==> src/rtl/mux4_rr_arbiter.sv <==
// Four-requester round-robin arbiter driving one shared WIDTH-bit valid/ready channel.
// Latency: grant registered one cycle after req rises; zero bubble cycles on hand-over between requesters.
// Backpressure: out_rdy=0 freezes the burst counter and holds the grant indefinitely; beats move only on out_valid & out_rdy.
//
// Ports:
//   CLK, RST_N            clock, asynchronous active-low reset
//   req[3:0]              per-port request, held high while the port has data
//   port0..port3          requester data, WIDTH bits each
//   out_rdy               downstream accepts a beat this cycle
//   gnt[3:0], sel[1:0]    registered one-hot grant and granted index
//   dOut, out_valid, beat combinational channel data, valid, and transfer strobe
//
// Optional build macro ARB_FIXED_PRIO_EN: fixed priority (port0 highest, port3 lowest);
// HOLD_MAX preemption still applies, the preempted port is excluded from the re-arbitration.

module mux4_rr_arbiter #(
    parameter int WIDTH    = 8,
    parameter int HOLD_MAX = 4
) (
    input  logic             CLK,
    input  logic             RST_N,
    input  logic [3:0]       req,
    input  logic [WIDTH-1:0] port0,
    input  logic [WIDTH-1:0] port1,
    input  logic [WIDTH-1:0] port2,
    input  logic [WIDTH-1:0] port3,
    input  logic             out_rdy,
    output logic [3:0]       gnt,
    output logic [1:0]       sel,
    output logic [WIDTH-1:0] dOut,
    output logic             out_valid,
    output logic             beat
);

    localparam logic [0:0] ST_IDLE  = 1'b0;
    localparam logic [0:0] ST_BUSY  = 1'b1;
    localparam logic [7:0] CNT_LAST = 8'(HOLD_MAX - 1);

    logic [0:0] state_q, state_d;
    logic [1:0] sel_q, sel_d;
    logic [3:0] gnt_q, gnt_d;
    logic [1:0] ptr_q, ptr_d;
    logic [7:0] cnt_q, cnt_d;

    logic       busy;
    logic [3:0] others;
    logic       rls;
    logic [1:0] ptr_nxt;

    // First requesting index scanning p, p+1, p+2, p+3 (mod 4).
    // Scanning downward lets the nearest index overwrite farther ones.
    function automatic logic [1:0] pick(input logic [3:0] r, input logic [1:0] p);
        logic [1:0] res;
        logic [1:0] idx;
        res = p;
        for (int k = 3; k >= 0; k--) begin
            idx = p + 2'(k);
            if (r[idx]) res = idx;
        end
        return res;
    endfunction

    assign busy      = (state_q == ST_BUSY);
    assign out_valid = busy & req[sel_q];
    assign beat      = out_valid & out_rdy;
    assign gnt       = gnt_q;
    assign sel       = sel_q;

    // Pending requesters other than the current holder.
    assign others = req & ~gnt_q;

    // Release when the holder drops, or when its burst budget is spent and
    // someone else is waiting; a lone holder keeps the grant.
    assign rls = busy & (~req[sel_q] | (beat & (cnt_q == CNT_LAST) & (|others)));

`ifdef ARB_FIXED_PRIO_EN
    assign ptr_nxt = 2'd0;
`else
    assign ptr_nxt = sel_q + 2'd1;
`endif

    always_comb begin
        dOut = port0;
        case (sel_q)
            2'd0:    dOut = port0;
            2'd1:    dOut = port1;
            2'd2:    dOut = port2;
            default: dOut = port3;
        endcase
    end

    always_comb begin
        state_d = state_q;
        sel_d   = sel_q;
        gnt_d   = gnt_q;
        ptr_d   = ptr_q;
        cnt_d   = cnt_q;
        case (state_q)
            ST_IDLE: begin
                if (|req) begin
                    state_d = ST_BUSY;
                    sel_d   = pick(req, ptr_q);
                    gnt_d   = 4'b0001 << pick(req, ptr_q);
                    cnt_d   = 8'd0;
                end
            end
            default: begin
                // Saturate so a lone holder keeps streaming past HOLD_MAX.
                if (beat && cnt_q != CNT_LAST) cnt_d = cnt_q + 8'd1;
                if (rls) begin
                    ptr_d = ptr_nxt;
                    cnt_d = 8'd0;
                    if (|others) begin
                        sel_d = pick(others, ptr_nxt);
                        gnt_d = 4'b0001 << pick(others, ptr_nxt);
                    end else begin
                        state_d = ST_IDLE;
                        gnt_d   = 4'b0000;
                    end
                end
            end
        endcase
    end

    always_ff @(posedge CLK or negedge RST_N) begin
        if (!RST_N) begin
            state_q <= ST_IDLE;
            sel_q   <= 2'd0;
            gnt_q   <= 4'b0000;
            ptr_q   <= 2'd0;
            cnt_q   <= 8'd0;
        end else begin
            state_q <= state_d;
            sel_q   <= sel_d;
            gnt_q   <= gnt_d;
            ptr_q   <= ptr_d;
            cnt_q   <= cnt_d;
        end
    end

endmodule

==> config.mk <==
export PLATFORM = sky130hd
export DESIGN_NAME = mux4_rr_arbiter
export DESIGN_NICKNAME = d
export VERILOG_FILES = /design/src/rtl/mux4_rr_arbiter.sv
export SDC_FILE = /design/constraint.sdc
export NUM_CORES = 1
export LEC_CHECK = 0
export BUFFER_PORTS_ARGS = -buffer_cell sky130_fd_sc_hd__buf_4
export CORE_UTILIZATION = 50
export DETAILED_ROUTE_END_ITERATION = 10
export PLACE_DENSITY = 0.81
export SLEW_MARGIN = 0
export SYNTH_ARGS = -nofsm -noshare
export SYNTH_HDL_FRONTEND = slang
export SYNTH_SLANG_ARGS = --single-unit
==> constraint.sdc <==
create_clock -name CLK -period 4.5 [get_ports CLK]
set_input_delay 0.9 -clock CLK [delete_from_list [all_inputs] [get_ports CLK]]
set_output_delay 0.9 -clock CLK [all_outputs]
set_load 0.01 [all_outputs]
After elaboration in Yosys (flattened, before gate mapping) --
Cells that the tools add are included.
Storage, ports and cells: word-level logic and storage cells 94, output and inout bits 16, flip-flop bits (word level) 17, input bits 39
Cells by class: order comparisons 9, shifts and indexed selects 2, bitwise logic cells 9, reduce and logical (&&, ||, !) cells 9, muxes and demuxes 45, add/sub/neg operators 8, equality and inequality tests 7
Operators with widths (count):
- $mux W8 | 4
- $mux W2 | 14
- $lt A2 B3 Y1 const B | 9
- $pmux W8 S3 | 1
- $bmux W1 S2 | 9
- $mux W4 | 4
- $mux W1 | 13
- $add A2 B2 Y2 const B | 4
- $add A8 B1 Y8 const B | 1
- $eq A8 B2 Y1 const B | 1
- $ne A8 B2 Y1 const B | 1
- $reduce_or A4 Y1 | 2
- $shl A1 B2 Y4 const A | 2
- $add A2 B1 Y2 const B | 3
- $reduce_and A2 Y1 | 3
- $and A1 B1 Y1 | 5
- $and A4 B4 Y4 | 1
- $ne A2 B1 Y1 const B | 2
- $not A4 Y4 | 1
- $ne A3 B1 Y1 const B | 1
- $reduce_and A3 Y1 | 1
- $eq A2 B1 Y1 const B | 1
- $eq A2 B2 Y1 const B | 1
- $logic_not A2 Y1 | 1
- 4 further kinds | 4

Longest topological paths before layout --
Gate-level depths: netlist (run 1).
word-level depth 15, gate-level depth with buffers 7, depth with buffers taken out 7

Least setup slack after synthesis (run 1) --
Ideal clock, no wire load.
path kind input to output, start input port req[3], end output port beat, setup slack 1826 ps, stages 3, data arrival time 1774 ps, path buffers 1, path through buf_2 mux4_2 and3_1
Between the ends: longest elaborated chain between the ends 4
RTL lines:
- start: declaration | RTL line 22 | input logic [3:0] req,
- $bmux W1 S2 | RTL line 64 | assign out_valid = busy & req[sel_q];
- $mux W1 (implied by the code) | RTL line 64
- $and A1 B1 Y1 | RTL line 64
- $and A1 B1 Y1 | RTL line 65 | assign beat = out_valid & out_rdy;
- end: declaration | RTL line 32 | output logic beat
No other way between the ends. The select of a mux whose other input is x is not followed.

Final worst setup path (run 1) --
start register sel_q[0], in the netlist sel[0], end output port dOut[1]
Between the ends: longest elaborated chain between the ends 2
RTL lines:
- start: declaration | RTL line 40 | logic [1:0] sel_q, sel_d;
- start signal: assignment | RTL line 134 | sel_q <= sel_d;
- $eq A2 B2 Y1, or another cell as far along | RTL line 84 | case (sel_q)
- $pmux W8 S3 (*) | RTL line 84
- end: declaration | RTL line 30 | output logic [WIDTH-1:0] dOut,
Every way passes the cells marked *; elsewhere a longest branch is shown, timed or not.

==> results of run 1 <==
## cell families (layout without fill, tap and decap cells)
| kind of cell | Yosys count | in the layout | share of synthesized area, % |
|---|---|---|---|
| XOR/XNOR | 7 | 7 | 4.26 |
| multiplexers | 13 | 13 | 10.7 |
| AO/OA/AOI/OAI | 39 | 39 | 20.3 |
| buffers and inverters | 24 | 73 | 7.48 |
| AND/OR/NAND/NOR | 57 | 57 | 23.3 |
| adder cells (fa/ha/maj) | 5 | 5 | 4.35 |
| flip-flops | 17 | 17 | 29.6 |
## cell type report
| cell class | instances | area, µm² | share of cell area, % |
|---|---|---|---|
| clock buffers | 4 | 26.3 | 1.42 |
| inverters | 15 | 56.3 | 3.03 |
| multi-input cells | 121 | 905 | 48.7 |
| flip-flops and latches | 17 | 425 | 22.9 |
| well taps | 31 | 38.8 | 2.09 |
| repair buffers | 54 | 405 | 21.8 |
## cells in the mapped netlist, drive strengths merged, types with 2 or more instances
master / count / area (µm²)
clkbuf: 5 / 18.8
mux2: 3 / 41.3
buf: 4 / 32.5
inv: 15 / 56.3
a31oi: 5 / 31.3
nand2: 4 / 15.0
mux2i: 9 / 90.1
nor2b: 6 / 37.5
o32ai: 2 / 17.5
nor3b: 2 / 15.0
xnor2: 6 / 52.6
a222oi: 8 / 80.1
nor2: 11 / 41.3
ha: 5 / 62.6
nand4: 4 / 25.0
dfrtp: 17 / 425
a22oi: 2 / 15.0
a21oi: 7 / 35.0
o21ai: 4 / 20.0
and2: 2 / 15.0
and3: 4 / 30.0
nand2b: 2 / 12.5
nor3: 6 / 30.0
a22o: 3 / 26.3
nand3: 8 / 40.0
nor4: 2 / 18.8
o22ai: 3 / 18.8
## layout by cell type, fill, tap and decap left out, types with 2 or more instances in the layout
master and n:
nor3b_1 2, ha_1 5, a22oi_1 2, nand2b_1 2, a31oi_1 5, mux2_4 2, nand4_1 4, o32ai_1 2
clkbuf_4 3, dfrtp_1 17, a21oi_1 7, and3_1 3, xnor2_1 6, a222oi_1 8, nor2_1 11, buf_4 54
nor3_1 6, nand2_1 4, nor2b_1 6, o21ai_0 3, inv_1 15, o22ai_1 3, nand3_1 8, a22o_1 3
mux2i_1 9
## sequential cells by signal (all words and copies together), names as in the netlist
signal,flops
cnt_q,8
gnt,4
ptr_q,2
sel,2
busy,1
## power by group
| part | switching [mW] | internal, mW | total [mW] |
|---|---|---|---|
| Clock | 0.0455 | 0.0345 | 0.0799 |
| Combinational | 0.392 | 0.381 | 0.772 |
| Sequential | 0.0759 | 0.199 | 0.275 |
| Total | 0.513 | 0.614 | 1.13 |
## layer usage
metal  wire (µm)  global-route usage [%]  vias up
met5           0                       0        -
met4          44                    10.4        0
met1        1600                    32.9      724
li1            -                       -      711
met2        1970                    42.3       68
met3         225                    2.09        8
## metrics by stage
step / instances / power, mW / worst slack, ps / utilization, % / hold WS, ps
6_report: 242 / 1.13 / 1510 / 67.9 / 448
5_1_grt: 242 / 1.20 / 1420 / 67.9 / 456
4_1_cts: 242 / 1.12 / 1540 / 67.9 / 447
3_5_place_dp: 238 / 1.04 / 1650 / 67.0 / 551
3_3_place_gp: 238 / 1.01 / 1670 / 67.0 / 539
2_1_floorplan: 162 / 0.775 / 1830 / - / 505
## final timing paths
path | start | endpoint | slack, ps | cells after the start
max in group asynchronous | RST_N | cnt_q[1] | 3860 | 1
setup / recovery | sel[0] | dOut[1] | 1510 | 5
hold reg to reg | cnt_q[1] | cnt_q[1] | 580 | 1
hold / removal | RST_N | cnt_q[6] | 450 | 1
setup reg to reg | sel[0] | gnt[3] | 2230 | 7
min in group CLK | cnt_q[1] | cnt_q[1] | 580 | 1
==> results.tsv, run 1 <==
stage	metric	value	unit
grt	grt_pass1_vias	1361	
timing	worstMarginPinSlew	542	ps
clock_tree	clock_latency	290	ps
finish	nFillCells	219	
finish	antenna_cells	0	
finish	layout-drive-gt1-share	31.3	%
floorplan	start_util	52.6	%
setup_path	cp_slowest_cell	dfrtp_1	
yosys	syn_area	1440	µm²
place	place_area	1830	µm²
clock_tree	cts_tree	yes	
grt	grt_pass1_wl	6240	µm
routing	via_per_inst	6.24	
clock_tree	cts_buffer_depth	2	
timing	finClkSkew	8.02	ps
yosys	ys_warn_count	0	
clock_tree	clk_pin_slew	100	ps
hold_path	hold_class	in -> async	
grt	grt_max_degree	18	
routing	postRouteAntennaNets	0	
power_and_ir_drop	ir_drop	0.000467	V
setup_path	cp-end-kind	output port	
place	dp.final_hpwl	3010	µm
setup_path	setup.worst_path.class	reg -> out	
clock_tree	root_buffer	clkbuf_4	
setup_path	required	3600	ps
floorplan	die_x	55.6	µm
yosys	synth_cell_types	46	
yosys	synth_flop_cell	dfrtp_1	
setup_path	path_delay_family	flip-flops	
floorplan	core-area	2730	µm²
yosys	syn_inst	162	
yosys	synth_area_per_cell	8.87	µm²
power_and_ir_drop	power.density	607	nW/µm²
routing	wl_per_cell	15.9	µm
timing	setup_viol	0	
floorplan	io_pins	55	
timing	slew_headroom	63.6	%
timing	max_freq	0.335	GHz
grt	grt_antenna_before_repair	0	
finish	area_growth_syn_to_layout	29.2	%
timing	setup_tns	0	ps
setup_path	path_buf_inv	2	
timing	min_period	2990	ps
yosys	synth_edf_count	0	
routing	firstDrtPassIters	6	
floorplan	num_rows	19	
job	drv_cap	0	
power_and_ir_drop	p_leak	0.877	nW
setup_path	crit_chain	inv_1 -> ha_1 -> a222oi_1 -> mux2i_1 -> buf_4	
outcome	status	complete, no violations	
timing	finalMaxSlewViolations	0	
yosys	yosysSeqAreaShare	29.6	%
clock_tree	post-cts-setup-buffer-count	0	
grt	grt_usage	25.0	%
place	port_buffers	54	
clock_tree	clock-sinks	17	
timing	rsz0062_at_grt	false	
yosys	synth_fp_nets	206	
setup_path	worstPathArrival	2090	ps
setup_path	crit_fanout	10	
place	gp_congestion	0.942	
clock_tree	holdBufCountCts	0	
timing	hold_viol_final	0	
finish	fin_nets	256	
finish	final_cell_area	1860	µm²
clock_tree	ctsResizeCount	0	
setup_path	slowest_delay	580	ps
timing	fin_crit_sh	66.4	%
routing	drtIter0Drc	123	
clock_tree	cts-buffers-inserted	3	
yosys	synthArstFlopShare	100	%
clock_tree	cts-htree-levels	1	
grt	grt_overflow	0	
routing	routed_wl	3840	µm
yosys	synth-seq-cells	17	
floorplan	fp.dieH	55.6	µm
setup_path	startpoint_type	flop	
routing	drcViolationCount	0	
floorplan	die-area	3090	µm²
routing	dr_total_vias	1511	
Power figures use the tool's default switching activity.
==> inputs of run 2 (changes only) <==
- CORE_UTILIZATION: 50 -> 44
- PLACE_DENSITY: 0.81 -> 0.76
- clock period: 4.5 -> 2.7 ns (I/O delays scaled with it)
==> results.tsv, run 2 (synthesis gave the netlist of run 1 again) <==
stage	metric	value	unit
hold_path	hold_class	in -> async	
finish	ff_latch_area	425	µm²
floorplan	io_pins	55	
clock_tree	cts_buffer_depth	2	
setup_path	worstReg2RegStart	sel[0]	
finish	final_cells	256	
power_and_ir_drop	p_leak	0.884	nW
finish	fin_nets	257	
clock_tree	cts_tree	yes	
setup_path	worstPathArrival	1970	ps
timing	slew_headroom	65.1	%
floorplan	die_x	59.2	µm
finish	multi_input_area	905	µm²
grt	met2_usage	42.0	%
setup_path	required	2160	ps
floorplan	fp.dieH	59.2	µm
setup_path	crit_fanout	8	
routing	postRouteAntennaNets	0	
grt	grt_overflow	0	
setup_path	cp-end-kind	output port	
finish	layout-drive-gt1-share	32.1	%
timing	finClkSkew	4.93	ps
timing	hold_viol_final	0	
routing	drcViolationCount	0	
timing	fin_crit_sh	92.8	%
floorplan	start_util	46.7	%
clock_tree	clock_latency	280	ps
finish	nFillCells	274	
clock_tree	post-cts-setup-buffer-count	0	
clock_tree	cts-buffers-inserted	3	
clock_tree	clock-sinks	17	
timing	min_period	2510	ps
grt	grt_busiest_layer	met2	
grt	grt_max_degree	18	
grt	met1_usage	26.6	%
routing	wl_per_cell	15.2	µm
routing	via_per_inst	5.89	
finish	largest-register	cnt_q	
clock_tree	root_buffer	clkbuf_4	
grt	met3_usage	5.46	%
place	port_buffers	54	
grt	grt_pass1_vias	1399	
place	dp.final_hpwl	3100	µm
grt	grt_usage	22.8	%
routing	dr_total_vias	1507	
routing	drtIter0Drc	99	
timing	finalMaxSlewViolations	0	
timing	worstMarginPinSlew	516	ps
routing	routed_wl	3890	µm
power_and_ir_drop	ir_drop	0.000561	V
timing	max_freq	0.399	GHz
clock_tree	cts-htree-levels	1	
floorplan	core-area	3080	µm²
setup_path	startpoint_type	flop	
finish	antenna_cells	0	
floorplan	num_rows	20	
routing	firstDrtPassIters	4	
setup_path	r2r_slack	550	ps
outcome	status	complete, no violations	
place	gp_congestion	0.839	
power_and_ir_drop	power.density	999	nW/µm²
setup_path	ff2ff_path_depth	5	
timing	setup_viol	0	
timing	rsz0062_at_grt	false	
grt	grt_pass1_wl	6010	µm
place	dpl.cell_count	252	
grt	grt_antenna_before_repair	0	
finish	layout_commonest_cell	buf_4	
clock_tree	ctsResizeCount	0	
clock_tree	holdBufCountCts	0	
finish	largest_register_ffs	8	
setup_path	worstReg2RegEnd	gnt[3]	
finish	area_growth_syn_to_layout	30.9	%
floorplan	die-area	3500	µm²
finish	final_cell_mix	buf_4, dfrtp_1, inv_1	
timing	setup_tns	0	ps
job	drv_cap	0	
setup_path	setup.worst_path.class	reg -> out	
clock_tree	clk_pin_slew	90	ps
[run 2: metal layers]
| metal | up-vias | part of all wire (%) |
|---|---|---|
| li1 | 713 | - |
| met1 | 714 | 40 |
| met2 | 76 | 49 |
| met3 | 4 | 11 |
| met4 | 0 | 0.54 |
| met5 | - | 0 |
[run 2: final cells by class]
class	instances	share of cell area, %
Multi-Input combinational cell	121	48.1
Sequential cell	17	22.6
Timing Repair Buffer	55	21.9
Inverter	15	2.99
Tap cell	44	2.93
Clock buffer	3	1.20
Clock inverter	1	0.266
[run 2: where the power goes]
group | switching [mW] | internal (mW)
clock network | 0.0721 | 0.0550
registers | 0.122 | 0.331
logic | 0.656 | 0.643
[run 2: worst max-delay path by stage]
stage	end	depth (start not counted)	start
floorplan	gnt[1]	6	req[3]
global placement	gnt[1]	6	req[3]
detailed placement	gnt[3]	6	req[3]
CTS	dOut[6]	5	sel[0]
global route	dOut[6]	5	sel[0]
finish	dOut[6]	5	sel[0]
[run 2: metrics by stage]
stage	cell area (µm²)	hold slack [ps]	worst slack (ps)	util [%]	total power, mW
2_1_floorplan	1440	244	554	-	1.29
3_3_place_gp	1850	410	499	60.2	1.70
5_1_grt	1880	85.1	34.4	61.1	2.02
4_1_cts	1880	92.8	172	61.1	1.87
3_5_place_dp	1850	410	436	60.2	1.74
6_report	1880	99.0	194	61.1	1.88
[run 2: critical path, cell delays in order, from the launching register on]
cell,delay (ps)
dfrtp_1,500
inv_1,110
ha_1,310
a222oi_1,460
mux2i_1,130
buf_4,160
==> inputs of run 3 (changes only) <==
- BUFFER_PORTS_ARGS: -buffer_cell sky130_fd_sc_hd__buf_4 -> -buffer_cell sky130_fd_sc_hd__buf_2
==> results.tsv, run 3 (synthesis gave the netlist of run 1 again) <==
stage	metric	value	unit
outcome	status	complete, no violations	
timing	slew_headroom	68.6	%
finish	final_cell_area	1750	µm²
timing	fin_crit_sh	91.0	%
routing	via_per_inst	5.65	
setup_path	ff2ff_path_depth	5	
finish	layout_commonest_cell	buf_2	
clock_tree	ctsResizeCount	0	
setup_path	startpoint_type	flop	
grt	grt_pass1_vias	1188	
clock_tree	cts-buffers-inserted	3	
finish	antenna_cells	0	
power_and_ir_drop	power.density	1000	nW/µm²
timing	setup_tns	0	ps
power_and_ir_drop	p_sw	0.812	mW
timing	rsz0062_at_grt	false	
finish	largest-register	cnt_q	
setup_path	crit_chain	inv_1 -> ha_1 -> a222oi_1 -> mux2i_1 -> buf_2	
floorplan	core-area	3080	µm²
clock_tree	clock_latency	290	ps
finish	area_growth_syn_to_layout	21.5	%
routing	drcViolationCount	0	
clock_tree	post-cts-setup-buffer-count	0	
grt	grt_pass1_wl	5290	µm
clock_tree	cts_tree	yes	
grt	grt_antenna_before_repair	0	
timing	finClkSkew	10.8	ps
timing	finalMaxSlewViolations	0	
clock_tree	clock-sinks	17	
timing	max_freq	0.407	GHz
finish	fin_nets	257	
routing	routed_wl	3410	µm
setup_path	cp_slowest_cell	dfrtp_1	
floorplan	start_util	46.7	%
setup_path	required	2160	ps
setup_path	worstPathArrival	1920	ps
power_and_ir_drop	swShare	46.4	%
clock_tree	root_buffer	clkbuf_4	
timing	hold_viol_final	0	
setup_path	slowest_delay	500	ps
setup_path	setup.worst_path.class	reg -> out	
hold_path	hold_class	in -> async	
place	place_area	1720	µm²
floorplan	io_pins	55	
clock_tree	cts-htree-levels	1	
setup_path	cp-end-kind	output port	
power_and_ir_drop	p_int	0.940	mW
power_and_ir_drop	ir_drop	0.000484	V
grt	grt_max_degree	18	
routing	drtIter0Drc	85	
clock_tree	holdBufCountCts	0	
routing	firstDrtPassIters	4	
floorplan	die-area	3500	µm²
grt	grt_overflow	0	
job	drv_cap	0	
timing	min_period	2460	ps
place	gp_congestion	0.935	
place	port_buffers	54	
finish	multi_input_area	905	µm²
floorplan	fp.dieH	59.2	µm
setup_path	crit_start	sel[0]	
timing	worstMarginPinSlew	465	ps
routing	postRouteAntennaNets	0	
routing	dr_total_vias	1446	
floorplan	die_x	59.2	µm
power_and_ir_drop	pwr-share-seq	25.5	%
routing	wl_per_cell	13.3	µm
place	dp.final_hpwl	2710	µm
power_and_ir_drop	p_leak	0.842	nW
finish	final_cell_mix	buf_2, dfrtp_1, inv_1	
power_and_ir_drop	comb_power_share	67.1	%
setup_path	crit_fanout	8	
clock_tree	clk_pin_slew	100	ps
setup_path	worstReg2RegStart	sel[0]	
clock_tree	cts_buffer_depth	2	
finish	nFillCells	300	
finish	layout-drive-gt1-share	32.1	%
power_and_ir_drop	power.share.clock	7.4	%
timing	setup_viol	0	
grt	grt_usage	20.3	%
finish	ff_latch_area	425	µm²
finish	largest_register_ffs	8	
floorplan	num_rows	20	
[run 3: cell types whose count changed in the layout (fill, tap and decap cells not counted)]
cell,delta
buf_2,+54
buf_4,-54
[run 3: final timing paths]
check | end | slack (ps)
setup / recovery | dOut[6] | 240
hold / removal | gnt[0] | 150
setup reg to reg | gnt[3] | 590
hold reg to reg | cnt_q[1] | 570
max in group asynchronous | ptr_q[0] | 2280
min in group CLK | cnt_q[1] | 570
[run 3: worst max-delay path: cells and delay by family (launching register included)]
family | cells | cell delay [ps]
DFF | 1 | 500
AOI/OAI and AO/OA | 1 | 410
adders and majority gates | 1 | 310
buffers and inverters | 2 | 260
muxes | 1 | 140
[run 3: metrics by stage]
step           setup WS (ps)  instances  hold WS [ps]  power, mW  utilization (%)
4_1_cts                  233        256           151       1.75             56.7
3_3_place_gp             479        252           472       1.62             55.9
3_5_place_dp             446        252           474       1.62             55.9
5_1_grt                  112        256           137       1.90             56.7
2_1_floorplan            554        162           244       1.29                -
6_report                 244        256           148       1.75             56.7
[run 3: area by class of cell]
class                           count  share of cell area [%]
Timing Repair Buffer               55                    15.9
Tap cell                           44                    3.15
Sequential cell                    17                    24.4
Multi-Input combinational cell    121                    51.8
Clock inverter                      1                   0.287
Inverter                           15                    3.22
Clock buffer                        3                    1.29
[run 3: power by group through the flow]
stage | registers, mW | logic, mW | clock network [mW]
final | 0.447 | 1.18 | 0.129
after global routing | 0.458 | 1.29 | 0.154
after CTS | 0.445 | 1.17 | 0.133
after detailed placement | 0.449 | 1.17 | 0
after global placement | 0.451 | 1.17 | 0
after floorplan | 0.435 | 0.857 | 0
[run 3: metal layers]
| layer | global-route usage (%) | share of wire, % | vias to the layer above |
|---|---|---|---|
| li1 | - | - | 711 |
| met1 | 25.4 | 43 | 647 |
| met2 | 33.8 | 45 | 82 |
| met3 | 5.68 | 11 | 6 |
| met4 | 6.80 | 1.1 | 0 |
| met5 | 0 | 0 | - |
